`src/rtl/hazard_ctrl.sv`:
```
// Hazard detection and front-end control for the ID stage.
// Checks ID source registers against the EX/MEM/WB destinations.
// Optionally forwards from MEM/WB, freezes the front end after a branch,
// and counts stall cycles.
module hazard_ctrl #(
  parameter int unsigned REG_W          = 5,
  parameter int unsigned FWD_EN         = 1,
  parameter int unsigned BRANCH_PENALTY = 2,
  parameter int unsigned CNT_W          = 16
) (
  input  logic             clk,
  input  logic             rst,
  input  logic             enable,
  input  logic [REG_W-1:0] id_rs,
  input  logic [REG_W-1:0] id_rt,
  input  logic             id_use_rs,
  input  logic             id_use_rt,
  input  logic             id_branch,
  input  logic             ex_regwrite,
  input  logic [REG_W-1:0] ex_wreg,
  input  logic             mem_regwrite,
  input  logic [REG_W-1:0] mem_wreg,
  input  logic             wb_regwrite,
  input  logic [REG_W-1:0] wb_wreg,
  input  logic             dmem_wait,
  input  logic             imem_wait,
  input  logic             stall_clr,
  output logic             pc_write,
  output logic             ifid_write,
  output logic             bubble,
  output logic             pipe_en,
  output logic             imem_en,
  output logic [1:0]       fwd_rs,
  output logic [1:0]       fwd_rt,
  output logic [CNT_W-1:0] stall_cycles
);

  typedef enum logic {RUN, BR_WAIT} state_t;

  localparam logic [3:0] PEN_INIT = 4'(BRANCH_PENALTY - 1);

  state_t     state, state_nxt;
  logic [3:0] pen_cnt, pen_nxt;

  logic       ex_hit, mem_rs, mem_rt, wb_rs, wb_rt;
  logic       data_hazard;
  logic       waiting;
  logic [1:0] fwd_rs_c, fwd_rt_c;

  // A stage hits an operand only if it writes, the operand is read, and the
  // register is not r0.
  function automatic logic hit(input logic we, input logic [REG_W-1:0] wreg,
                               input logic [REG_W-1:0] src, input logic use_op);
    return we && use_op && (wreg == src) && (src != '0);
  endfunction

  // Operand match detection, hazard classification and forward selection.
  always_comb begin
    ex_hit  = hit(ex_regwrite, ex_wreg, id_rs, id_use_rs) ||
              hit(ex_regwrite, ex_wreg, id_rt, id_use_rt);
    mem_rs  = hit(mem_regwrite, mem_wreg, id_rs, id_use_rs);
    mem_rt  = hit(mem_regwrite, mem_wreg, id_rt, id_use_rt);
    wb_rs   = hit(wb_regwrite, wb_wreg, id_rs, id_use_rs);
    wb_rt   = hit(wb_regwrite, wb_wreg, id_rt, id_use_rt);
    waiting = dmem_wait || imem_wait;
    fwd_rs_c = 2'b00;
    fwd_rt_c = 2'b00;
    if (FWD_EN != 0) begin
      data_hazard = ex_hit;
      if (mem_rs)     fwd_rs_c = 2'b01;
      else if (wb_rs) fwd_rs_c = 2'b10;
      if (mem_rt)     fwd_rt_c = 2'b01;
      else if (wb_rt) fwd_rt_c = 2'b10;
    end else begin
      data_hazard = ex_hit || mem_rs || mem_rt || wb_rs || wb_rt;
    end
  end

  // Output decode and next state; reset, disable and memory waits override
  // the state machine in that order.
  always_comb begin
    pc_write   = 1'b0;
    ifid_write = 1'b0;
    bubble     = 1'b0;
    pipe_en    = 1'b0;
    imem_en    = 1'b0;
    fwd_rs     = 2'b00;
    fwd_rt     = 2'b00;
    state_nxt  = state;
    pen_nxt    = pen_cnt;
    if (rst) begin
      fwd_rs = fwd_rs_c;
      fwd_rt = fwd_rt_c;
      if (!enable) begin
        bubble = data_hazard;
      end else if (waiting) begin
        bubble  = data_hazard;
        imem_en = !dmem_wait;
      end else begin
        case (state)
          RUN: begin
            if (data_hazard) begin
              bubble  = 1'b1;
              pipe_en = 1'b1;
            end else if (id_branch) begin
              ifid_write = 1'b1;
              pipe_en    = 1'b1;
              state_nxt  = BR_WAIT;
              pen_nxt    = PEN_INIT;
            end else begin
              pc_write   = 1'b1;
              ifid_write = 1'b1;
              imem_en    = 1'b1;
              pipe_en    = 1'b1;
            end
          end
          BR_WAIT: begin
            bubble  = 1'b1;
            pipe_en = 1'b1;
            if (pen_cnt == 4'd0) begin
              pc_write  = 1'b1;
              imem_en   = 1'b1;
              state_nxt = RUN;
            end else begin
              pen_nxt = pen_cnt - 4'd1;
            end
          end
          default: state_nxt = RUN;
        endcase
      end
    end
  end

  // State and branch-penalty register.
  always_ff @(posedge clk or negedge rst) begin
    if (!rst) begin
      state   <= RUN;
      pen_cnt <= '0;
    end else begin
      state   <= state_nxt;
      pen_cnt <= pen_nxt;
    end
  end

  // Saturating stall-cycle counter; a clear beats an increment.
  always_ff @(posedge clk or negedge rst) begin
    if (!rst) begin
      stall_cycles <= '0;
    end else if (stall_clr) begin
      stall_cycles <= '0;
    end else if (enable && (bubble || waiting) && (stall_cycles != '1)) begin
      stall_cycles <= stall_cycles + CNT_W'(1);
    end
  end

endmodule

```
`config.mk`:
```
export PLATFORM = sky130hd
export DESIGN_NAME = hazard_ctrl
export DESIGN_NICKNAME = d
export VERILOG_FILES = /design/src/rtl/hazard_ctrl.sv
export SDC_FILE = /design/constraint.sdc
export NUM_CORES = 1
export LEC_CHECK = 0
export CAP_MARGIN = 10
export CORE_MARGIN = 2
export CORE_UTILIZATION = 49
export DETAILED_ROUTE_END_ITERATION = 6
export PLACE_DENSITY = 0.88
export REMOVE_ABC_BUFFERS = 1
export SYNTH_ARGS = -nofsm -noshare
export SYNTH_HDL_FRONTEND = slang
export SYNTH_SLANG_ARGS = --single-unit
```
`constraint.sdc`:
```
create_clock -name clk -period 5.9 [get_ports clk]
set_input_delay 1.18 -clock clk [delete_from_list [all_inputs] [get_ports clk]]
set_output_delay 1.18 -clock clk [all_outputs]
set_load 0.01 [all_outputs]
```
# Word level (Yosys, flattened, before mapping)
# Index checks and enable logic that the tools add are counted.
# W data, S select, Z words.
[totals] reg_bits=21 latchBits=0 ramBits=0 rom_bits=0 in_bits=37 output_inout_bits=25 wordCells=86 n_memories=0
[op_classes] n_addsub=2 mul=0 div_mod_pow=0 n_lt_le_gt_ge=0 eq_ne=10 n_shift=0 muxes=39 bitwise_logic=2 n_reduce_logical=30
[ops] op="$mux W16" n=2
[ops] op="$eq A5 B5 Y1" n=6
[ops] op="$mux W1" n=24
[ops] op="$logic_and A1 B1 Y1" n=20
[ops] op="$add A16 B1 Y16 const B" n=1
[ops] op="$ne A16 B16 Y1 const B" n=1
[ops] op="$mux W2" n=6
[ops] op="$mux W4" n=3
[ops] op="$reduce_bool A5 Y1" n=2
[ops] op="$pmux W4 S2" n=1
[ops] op="$ne A2 B2 Y1 const B" n=3
[ops] op="$pmux W1 S2" n=3
[ops] op="$reduce_and A6 Y1" n=1
[ops] op="$logic_not A4 Y1" n=1
[ops] op="$sub A4 B1 Y4 const B" n=1
[ops] op="$logic_or A1 B1 Y1" n=3
[ops] op="$reduce_and A3 Y1" n=1
[ops] op="$not A1 Y1" n=2
[ops] op="$reduce_bool A2 Y1" n=1
[ops] op="$logic_not A1 Y1" n=1

# Logic depth before layout (Yosys ltp)
[logic_depth] ltp_word=14 ltp_mapped=8 depth_no_buf=8

# Worst setup path after synthesis
# No wires, ideal clock.
[synth_path] path_kind="input-to-output" start="input id_rs[0]" end="output imem_en" arrival_ns=2.829 required_ns=4.720 setup_slack_ns=1.891 stages=6 path_buffers=0 cell_sequence="or4_1 > o21a_1 > and4_4 > nor2_1 > a21oi_1 > a2111oi_2"
[synth_between] elab_chain_cells=9 word_cells_on_any_way=10 cone_classes="eq/ne: 1; mux: 5; reduce/logical: 4"
[synth_lines] element="start: declaration" line_no="14" text="input logic [REG_W-1:0] id_rs,"
[synth_lines] element="$eq A5 B5 Y1" line_no="54" text="return we && use_op && (wreg == src) && (src != '0);"
[synth_lines] element="$logic_and A1 B1 Y1" line_no="54"
[synth_lines] element="$logic_and A1 B1 Y1 *" line_no="54"
[synth_lines] element="$logic_or A1 B1 Y1 *" line_no="59" text="ex_hit = hit(ex_regwrite, ex_wreg, id_rs, id_use_rs) ||"
[synth_lines] element="$mux W1 *" line_no="102" text="if (data_hazard) begin"
[synth_lines] element="$pmux W1 S2 *" line_no="100" text="case (state)"
[synth_lines] element="$mux W1 *" line_no="96" text="end else if (waiting) begin"
[synth_lines] element="$mux W1 *" line_no="94" text="if (!enable) begin"
[synth_lines] element="$mux W1 *" line_no="91" text="if (rst) begin"
[synth_lines] element="end: declaration" line_no="32" text="output logic imem_en,"
# Mark *: on every way between the ends. The rest lies on a longest branch, timed or not.

# Final worst setup path
[layout_path] start="input id_rt[2]" end="output imem_en"
[layout_between] elab_chain_cells=9 word_cells_on_any_way=10 cone_classes="eq/ne: 1; mux: 5; reduce/logical: 4"
[layout_lines] element="start: declaration" line_no="15" text="input logic [REG_W-1:0] id_rt,"
[layout_lines] element="$eq A5 B5 Y1" line_no="54"
[layout_lines] element="$logic_and A1 B1 Y1" line_no="54"
[layout_lines] element="$logic_and A1 B1 Y1 *" line_no="54"
[layout_lines] element="$logic_or A1 B1 Y1 *" line_no="59"
[layout_lines] element="$mux W1 *" line_no="102"
[layout_lines] element="$pmux W1 S2 *" line_no="100"
[layout_lines] element="$mux W1 *" line_no="96"
[layout_lines] element="$mux W1 *" line_no="94"
[layout_lines] element="$mux W1 *" line_no="91"
# Marks and branches as above.

==> reports/summary.txt <==
die area: 4120 um2
Clock transition at path regs: 0.13 ns
width of the die: 64.2 um
outcome: completed
leakage: 0.988 nW
IO Pins: 62
CTS tree: yes
CTS Buffer Depth: 2
Layout area overhead: 38.8%
Post-Route WL: 4700 um
clock sinks: 21
Place WS: 0.703 ns
Max Fanout on Critical Path: 5
setup TNS: 0 ns
# DRC: 0
fraction of registers with async set/reset: 100%
Worst Tran Pin Value: 0.952 ns
final worst slack: 0.719 ns
Total GRT Usage: 24.3%
CTS Hold Bufs: 0
Critical Path AT: 4.00 ns
via count of the routed design: 1723
DP HPWL: 3710 um
CP Capture Type: output port
total grt overflow: 0
fin. max-slew vios: 0
vias in the first global route: 1686
fraction of the yosys area taken by sequential cells: 29.6%
Post-DRT Antenna Nets: 0
TritonRoute pass-1 iters: 4
Hold WC Path Type: reg -> reg
via-per-instance ratio: 5.63
post_cts resized: 0
# setup viols final: 0
site row count: 21
FF-to-FF Start: stall_cycles[3]
final hold vios: 0
post-placement cell count: 302
IO Port Bufs: 61
initial core utilization: 51.9%
global-route wire length before repair: 7980 um
number of enable flip-flop cells after synthesis: 0
top_reg_cell synth: dfrtp_1
Req. time, crit path: 4.72 ns
initial DRC count: 125
routed len/inst: 15.4 um
most frequent cells in the layout: 61 x clkdlybuf4s50_1, 22 x xor2_1, 21 x dfrtp_1, 19 x nor2_1
cells after synthesis: 198
final clock period utilization by the worst path: 87.8%
Worst Skew: 0.00834 ns
worst vdd ir: 0.0000854 V
Slew HR: 36.3%
gp weighted congestion: 0.879
post-layout min period: 5.18 ns
Die Ht: 64.2 um
RSZ-0062 raised after global routing: false
CTS Buf Count: 3
# nets final: 300
Yosys reg bits: 21
yosys warns: 0
crit path from: id_rt[2]
Mapped Avg Cell Area: 8.96 um2
Synth cell types: 36
Power Dens Cells: 143 nW/um2
FMAX: 193 MHz
type of the worst setup path: in -> out
Clk Tree Root Cell: clkbuf_4
non-filler instance count after layout: 306
core area: 3420 um2
most common cell after layout, fill and taps aside: clkdlybuf4s50_1
startpoint types: primary input
Mapped Area: 1770 um2
max-cap violations: 0
share of layout cells above drive strength 1: 6.15%
H-Tree Depth: 1
antenna violations before repair: 0
Hold Crit Start: pen_cnt[0]
final core occ: 72.1%
post-CTS setup buffer count: 0
clk_lat worst skew: 0.32 ns
largest net degree at the start of global routing: 30
n_diodes: 0
[where the power goes]
group | leakage [nW] | total, W | internal (W) | switching, W
sequential | 0.276 | 0.000168 | 0.000155 | 0.0000131
clock | 0.0177 | 0.0000739 | 0.0000255 | 0.0000485
combinational | 0.694 | 0.000110 | 0.0000585 | 0.0000514
[kinds of logic (layout without fill, tap and decap cells)]
group	Yosys count	count (layout)	synth area share, %
mux	15	15	9.38
simple gates	84	84	26.0
flops	21	21	29.6
compound gates	36	36	16.7
buf+inv	10	72	2.12
xor+xnor	30	30	14.8
fa+ha+maj	2	2	1.41
[worst max-delay path, cell delays in order]
cell	delay [ns]
clkdlybuf4s50_1	0.52
or4_1	0.55
o21a_1	0.22
and4_4	0.21
nor2_1	0.19
a21oi_1	0.14
a2111oi_2	0.39
clkdlybuf4s50_1	0.59
[cell type report]
cell class / instances / area [um2]
tap: 46 / 57.6
clock inverter: 1 / 5.00
inverter: 6 / 22.5
fill: 279 / 953
timing repair buffer: 62 / 618
sequential: 21 / 526
multi-input combinational: 167 / 1210
clock buffer: 3 / 22.5
[sequential cells by signal, indices dropped and copies added, names as in the netlist]
| register | flops |
|---|---|
| stall_cycles | 16 |
| state | 1 |
| pen_cnt | 4 |
[metal layers]
metal | GRT usage [%] | routed length (um) | part of all wire, % | vias up
met5 | 0 | 0 | 0 | -
met4 | 6.91 | 49 | 1.0 | 0
met3 | 3.17 | 196 | 4.2 | 5
met2 | 41.9 | 2320 | 49 | 48
met1 | 31.7 | 2140 | 45 | 831
li1 | - | - | - | 839
[path summary, 6_finish.rpt]
kind	endpoint	cells after the start	slack [ns]
min in group asynchronous	pen_cnt[2]	1	1.07
worst min register to register	pen_cnt[0]	1	0.53
worst max register to register	stall_cycles[15]	6	3.43
worst max-delay path	imem_en	8	0.72
max in group asynchronous	stall_cycles[2]	2	4.20
worst min-delay path	pen_cnt[0]	1	0.53
[synthesized netlist by cell type, drive strengths merged (5+ instances only)]
cell type / count / area [um2]
xor2: 22 / 193
and3: 8 / 50.1
xnor2: 8 / 70.1
inv: 6 / 22.5
nand2: 12 / 45.0
dfrtp: 21 / 526
nor2: 19 / 71.3
nor4: 8 / 50.1
mux2: 13 / 146
nand3: 10 / 55.1
nor2b: 13 / 81.3
nand4: 5 / 31.3
a21oi: 13 / 65.1
[per-stage QoR]
stage / instance area, um2 / power [W] / hold slack (ns)
2_1_floorplan: 1760 / 0.000224 / 0.478
3_3_place_gp: 2430 / 0.000278 / 0.501
5_1_grt: 2460 / 0.000375 / 0.583
4_1_cts: 2460 / 0.000356 / 0.540
6_report: 2460 / 0.000352 / 0.535
3_5_place_dp: 2430 / 0.000281 / 0.515
(Power assumes the default switching activity.)
==> patch 1, RTL diff (config.mk and constraints unchanged) <==
`FWD_EN`: 1 -> 0.
--- a/src/rtl/hazard_ctrl.sv
+++ b/src/rtl/hazard_ctrl.sv
@@ -4,7 +4,7 @@
 // and counts stall cycles.
 module hazard_ctrl #(
   parameter int unsigned REG_W          = 5,
-  parameter int unsigned FWD_EN         = 1,
+  parameter int unsigned FWD_EN         = 0,
   parameter int unsigned BRANCH_PENALTY = 2,
   parameter int unsigned CNT_W          = 16
 ) (
Formal check against the unedited RTL: not equivalent (Yosys sat finds a counterexample within 4 cycles, from zero or initial values and one cycle with rst low).
==> patch 1 against the unedited design <==
Fmax up 4.4%; synthesized area rose by 3.7%; final cell count is 0.65% higher; synthesized cell count is 3.5% higher; wire length is 9.4% lower; largest power group unchanged; sequential cell count unchanged; non-clock buffer count fell by 3; global-route usage shrank 3.7 points; design area about the same; total power increased by 10%; critical path type unchanged; hold slack got worse by 0.016 ns; worst setup slack better by 0.22 ns.
==> patch 1: results (changes against the unedited design) <==
Outcome
  – Status: completed

GRT
  – Global-route met1 utilization: 29.7% (-2.0 points)
  – Vias in the first global route: 1510 (-10%)
  – Global Route met2 Usage: 33.7% (-8.3 points)
  – First-pass GRT wire length: 6980 um (-13%)
  – GRT Resource Usage Total: 20.6% (-3.7 points)
  – Largest net degree at the start of global routing: 33 (+10%)

CTS
  – Clock latency on the worst-skew pair: 0.26 ns (-0.06 ns)
  – Worst-path clk slew: 0.07 ns (-0.06 ns)

Place
  – IO Port Bufs: 57 (-6.6%)
  – Hpwl dp: 3360 um (-9.3%)
  – Place WS: 0.927 ns (+0.224 ns)

Route
  – Met3 WL: 167 um (-15%)
  – Met1 WL: 2000 um (-6.3%)
  – Initial DRC Count: 96 (-23%)
  – Final wirelength: 4260 um (-9.4%)
  – DR vias/cell: 5.37 (-4.6%)

Worst setup path
  – Critical path's slowest cell: or4_2
  – Max stage delay on crit path: 0.71 ns (+0.12 ns)
  – CP Data Arrival Time: 3.78 ns (-0.22 ns)
  – CP max FO: 4 (-1)

Pwr
  – Static Leak: 0.00103 uW (+4.0%)

Synth
  – Post-synthesis sequential area ratio: 28.6% (-1.0 points)
  – Mux share of post-synthesis cell area: 10.1% (+0.76 points)
  – Post-synthesis compound-gate area fraction: 13.1% (-3.6 points)
  – Synth cell types: 45 (+25%)
  – XOR/XNOR Fraction of Synth Area: 15.2% (+0.43 points)
  – Synth top area cells: dfrtp_1, xor2_1, nor2b_1, mux2_1, a21oi_2
  – Post-synth top cells: xor2_1, dfrtp_1, nor2_1, nor2b_1, nand3_1

Timing
  – Clk_skew: 0.00588 ns (-0.00246 ns)
  – Worst-Margin Slew: 0.999 ns (+0.0466 ns)

Final layout
  – Layout cells sized above 1: 11.9% (+5.8 points)
  – Fillers: 305 (+9.3%)
==> patch 1: report_power, final <==
group | leakage (uW) | switching, uW | total [uW] | internal (uW)
Clock | 0.0000255 | 47.3 | 94.4 | 47.1
Combinational | 0.000715 | 60.2 | 123 | 63.1
Sequential | 0.000288 | 13.2 | 170 | 157
Total | 0.00103 | 121 | 387 | 267
==> patch 1: worst register-to-register path: cells and delay by family, from the launching register on <==
kind	cells	cell delay [ns]
flops	1	0.44
simple gates	4	0.78
compound gates	2	0.61
mux	1	0.34
==> patch 1: final cells by class <==
class	count	area (sq um)	area share (%)
clock buffers	3	41.3	1.68
clock inverters	1	5.00	0.203
inverters	6	22.5	0.915
multi-input cells	170	1220	49.6
flip-flops and latches	21	526	21.4
well taps	48	60.1	2.44
repair buffers	59	586	23.8
==> patch 1: cell families (layout without fill, tap and decap cells) <==
kind of cell,after synthesis,after routing
AND/OR/NAND/NOR,87,87
buffers and inverters,17,69
adder cells (fa/ha/maj),2,2
XOR/XNOR,32,32
AO/OA/AOI/OAI,29,29
other,1,4
multiplexers,16,16
flip-flops,21,21
==> patch 1: final timing paths <==
kind	end	start	slack, ns	cells after the start
worst max register to register	stall_cycles[15]$_DFFE_PN0P_	stall_cycles[5]$_DFFE_PN0P_	3.61	7
worst min-delay path	pen_cnt[0]$_DFFE_PN0P_	pen_cnt[0]$_DFFE_PN0P_	0.52	1
worst min register to register	pen_cnt[0]$_DFFE_PN0P_	pen_cnt[0]$_DFFE_PN0P_	0.52	1
worst max-delay path	imem_en	id_rs[0]	0.94	7
max in group asynchronous	stall_cycles[2]$_DFFE_PN0P_	rst	4.08	2
min in group asynchronous	stall_cycles[14]$_DFFE_PN0P_	rst	1.25	1
==> patch 2, RTL diff (same settings) <==
Without the edit above. Make the reset (`rst`) synchronous in 2 clocked blocks.
--- a/src/rtl/hazard_ctrl.sv
+++ b/src/rtl/hazard_ctrl.sv
@@ -132,7 +132,7 @@
   end
 
   // State and branch-penalty register.
-  always_ff @(posedge clk or negedge rst) begin
+  always_ff @(posedge clk) begin
     if (!rst) begin
       state   <= RUN;
       pen_cnt <= '0;
@@ -143,7 +143,7 @@
   end
 
   // Saturating stall-cycle counter; a clear beats an increment.
-  always_ff @(posedge clk or negedge rst) begin
+  always_ff @(posedge clk) begin
     if (!rst) begin
       stall_cycles <= '0;
     end else if (stall_clr) begin
Check against the original RTL: differs if rst is asserted again (counterexample within 4 cycles, from zero or initial values and one cycle with rst low); with rst held inactive, the same outputs for 10 cycles.
==> patch 2 against the unedited design <==
Count of clock-buffer cells in the layout unchanged; sequential cell count unchanged; design area decreased by 4.9%; wire length decreased by 6.1%; hold slack got worse by 0.030 ns; synthesized area decreased by 3.9%; total power decreased by 15%; worst setup slack improved by 0.14 ns; highest routed layer unchanged.
==> patch 2: results (changes against the unedited design) <==
Place
  – Hpwl dp: 3560 um (-4.0%)
  – GPL Wtd Cong: 0.922 (+4.8%)
  – IO Port Bufs: 61 (unchanged)

Route
  – Detailed Routing Iterations Pass 1: 4 (unchanged)
  – DR vias/cell: 5.75 (+2.1%)
  – Final wirelength: 4410 um (-6.1%)
  – WL per Instance: 14.1 um (-7.9%)
  – DRC errors left: 0 (unchanged)
  – Initial DRC Count: 140 (+12%)

Worst setup path
  – R2R setup slack: 3.45 ns (+0.02 ns)
  – Worst reg2reg path endpoint: stall_cycles[4]$_SDFFE_PP0P_
  – CP Data Arrival Time: 3.86 ns (-0.14 ns)
  – Max stage delay on crit path: 0.56 ns (-0.03 ns)
  – Worst R2R Start: stall_cycles[0]$_SDFFE_PP0P_
  – Critical path's slowest cell: or4_1
  – CP max FO: 4 (-1)
  – CP endpoint: pc_write
  – R2R depth: 6 (unchanged)
  – Top Family by Delay on Critical Path: simple AND/OR/NAND/NOR gates
  – Worst setup startpoint: id_rs[0]

Synth
  – Synth warn: 0 (unchanged)
  – Gate Count Post-Synth: 210 (+6.1%)
  – Post-synthesis sequential area ratio: 24.7% (-4.9 points)
  – Post-synth top cells: xnor2_1, dfxtp_1, nand2_1, nand4_1, or3_1
  – Synth cell types: 42 (+17%)
  – Post-synthesis async set-or-reset flop share: 0% (-100 points)
  – Synth top area cells: dfxtp_1, xnor2_1, nand4_1, o21ai_2, xor2_1

Pwr
  – Worst vdd ir: 0.0643 mV (-25%)
  – Static Leak: 0.000730 uW (-26%)

Final layout
  – Layout Nets: 307 (+2.3%)
  – Diodes inserted: 0 (unchanged)
  – Biggest regs: stall_cycles (16), pen_cnt (4), state (1)
  – Layout cells sized above 1: 9.40% (+3.2 points)

CTS
  – Num CTS Buffers: 3 (unchanged)
  – Post-CTS Setup Bufs: 0 (unchanged)
  – H-Tree Depth: 1 (unchanged)
  – Post-CTS resize count: 0 (unchanged)
  – Clock Path Buffers: 2 (unchanged)
  – Worst-path clk slew: 0.13 ns (about the same)
  – Clock latency on the worst-skew pair: 0.32 ns (about the same)
  – Clk root buf: clkbuf_4

Worst hold path
  – Worst Hold Class: flop to flop

GRT
  – Vias in the first global route: 1644 (-2.5%)
  – GRT Resource Usage Total: 22.1% (-2.1 points)
  – First-pass GRT wire length: 7180 um (-10%)
  – Antenna violations before repair: 0 (unchanged)
  – Largest net degree at the start of global routing: 33 (+10%)

Timing
  – Worst-Margin Slew: 0.906 ns (-0.0462 ns)
  – Worst Hold Slack: 0.505 ns (-0.0298 ns)
  – Clk_skew: 0.0105 ns (+0.00213 ns)

Outcome
  – Status: completed
patch 2: worst reg2reg max path, stage by stage (launching register included):
cell and delay, ns:
dfxtp_1 0.37, ha_1 0.25, and3_1 0.25, a31oi_1 0.76, nand4_1 0.23, or3_1 0.37, a21oi_2 0.14
patch 2: power breakdown:
part / switching (uW) / internal, uW
Clock: 47.5 / 25.4
Sequential: 1.53 / 143
Combinational: 39.5 / 43.5
Total: 88.6 / 212
patch 2: cells by family (layout without fill, tap and decap cells):
| logic type | Yosys count | after routing | share of synthesized area (%) |
|---|---|---|---|
| adders and majority gates | 3 | 3 | 2.20 |
| buffers and inverters | 16 | 72 | 5.21 |
| muxes | 1 | 1 | 0.587 |
| and+or+nand+nor | 88 | 88 | 30.4 |
| AOI/OAI and AO/OA | 51 | 51 | 21.5 |
| DFF | 21 | 21 | 24.7 |
| xor gates and xnor gates | 30 | 30 | 15.4 |
patch 2: layer usage:
metal  track usage, %  up-vias  share of wire [%]
li1                 -      892                  -
met1             25.3      824                 41
met2             40.6       69                 50
met3             3.78        8                6.9
met4             8.33        0                2.2
met5                0        -                  0
patch 2: area by class of cell:
type                       instances  area (sq um)
multi-input combinational        173          1190
timing repair buffer              62           618
tap                               46          57.6
clock buffer                       3          22.5
inverter                           6          22.5
sequential                        21           420
fill                             286           996
clock inverter                     1          5.00
patch 2: how the worst min path moves through the flow:
| stage | end | cells after the start | from |
|---|---|---|---|
| floorplan | pen_cnt[1]$_SDFFE_PN0P_ | 2 | pen_cnt[1]$_SDFFE_PN0P_ |
| global placement | stall_cycles[5]$_SDFFE_PP0P_ | 2 | stall_cycles[5]$_SDFFE_PP0P_ |
| detailed placement | stall_cycles[6]$_SDFFE_PP0P_ | 2 | stall_cycles[6]$_SDFFE_PP0P_ |
| CTS | stall_cycles[6]$_SDFFE_PP0P_ | 2 | stall_cycles[6]$_SDFFE_PP0P_ |
| global route | stall_cycles[14]$_SDFFE_PP0P_ | 2 | stall_cycles[14]$_SDFFE_PP0P_ |
| finish | stall_cycles[6]$_SDFFE_PP0P_ | 2 | stall_cycles[6]$_SDFFE_PP0P_ |
patch 2: stage by stage:
stage / instance area (sq um) / utilization (%) / setup WS, ns
global placement: 2310 / 69.3 / 0.881
global route: 2340 / 70.2 / 0.663
floorplan: 1640 / - / 1.99
detailed placement: 2310 / 69.3 / 0.838
CTS: 2340 / 70.2 / 0.840
finish: 2340 / 70.2 / 0.857
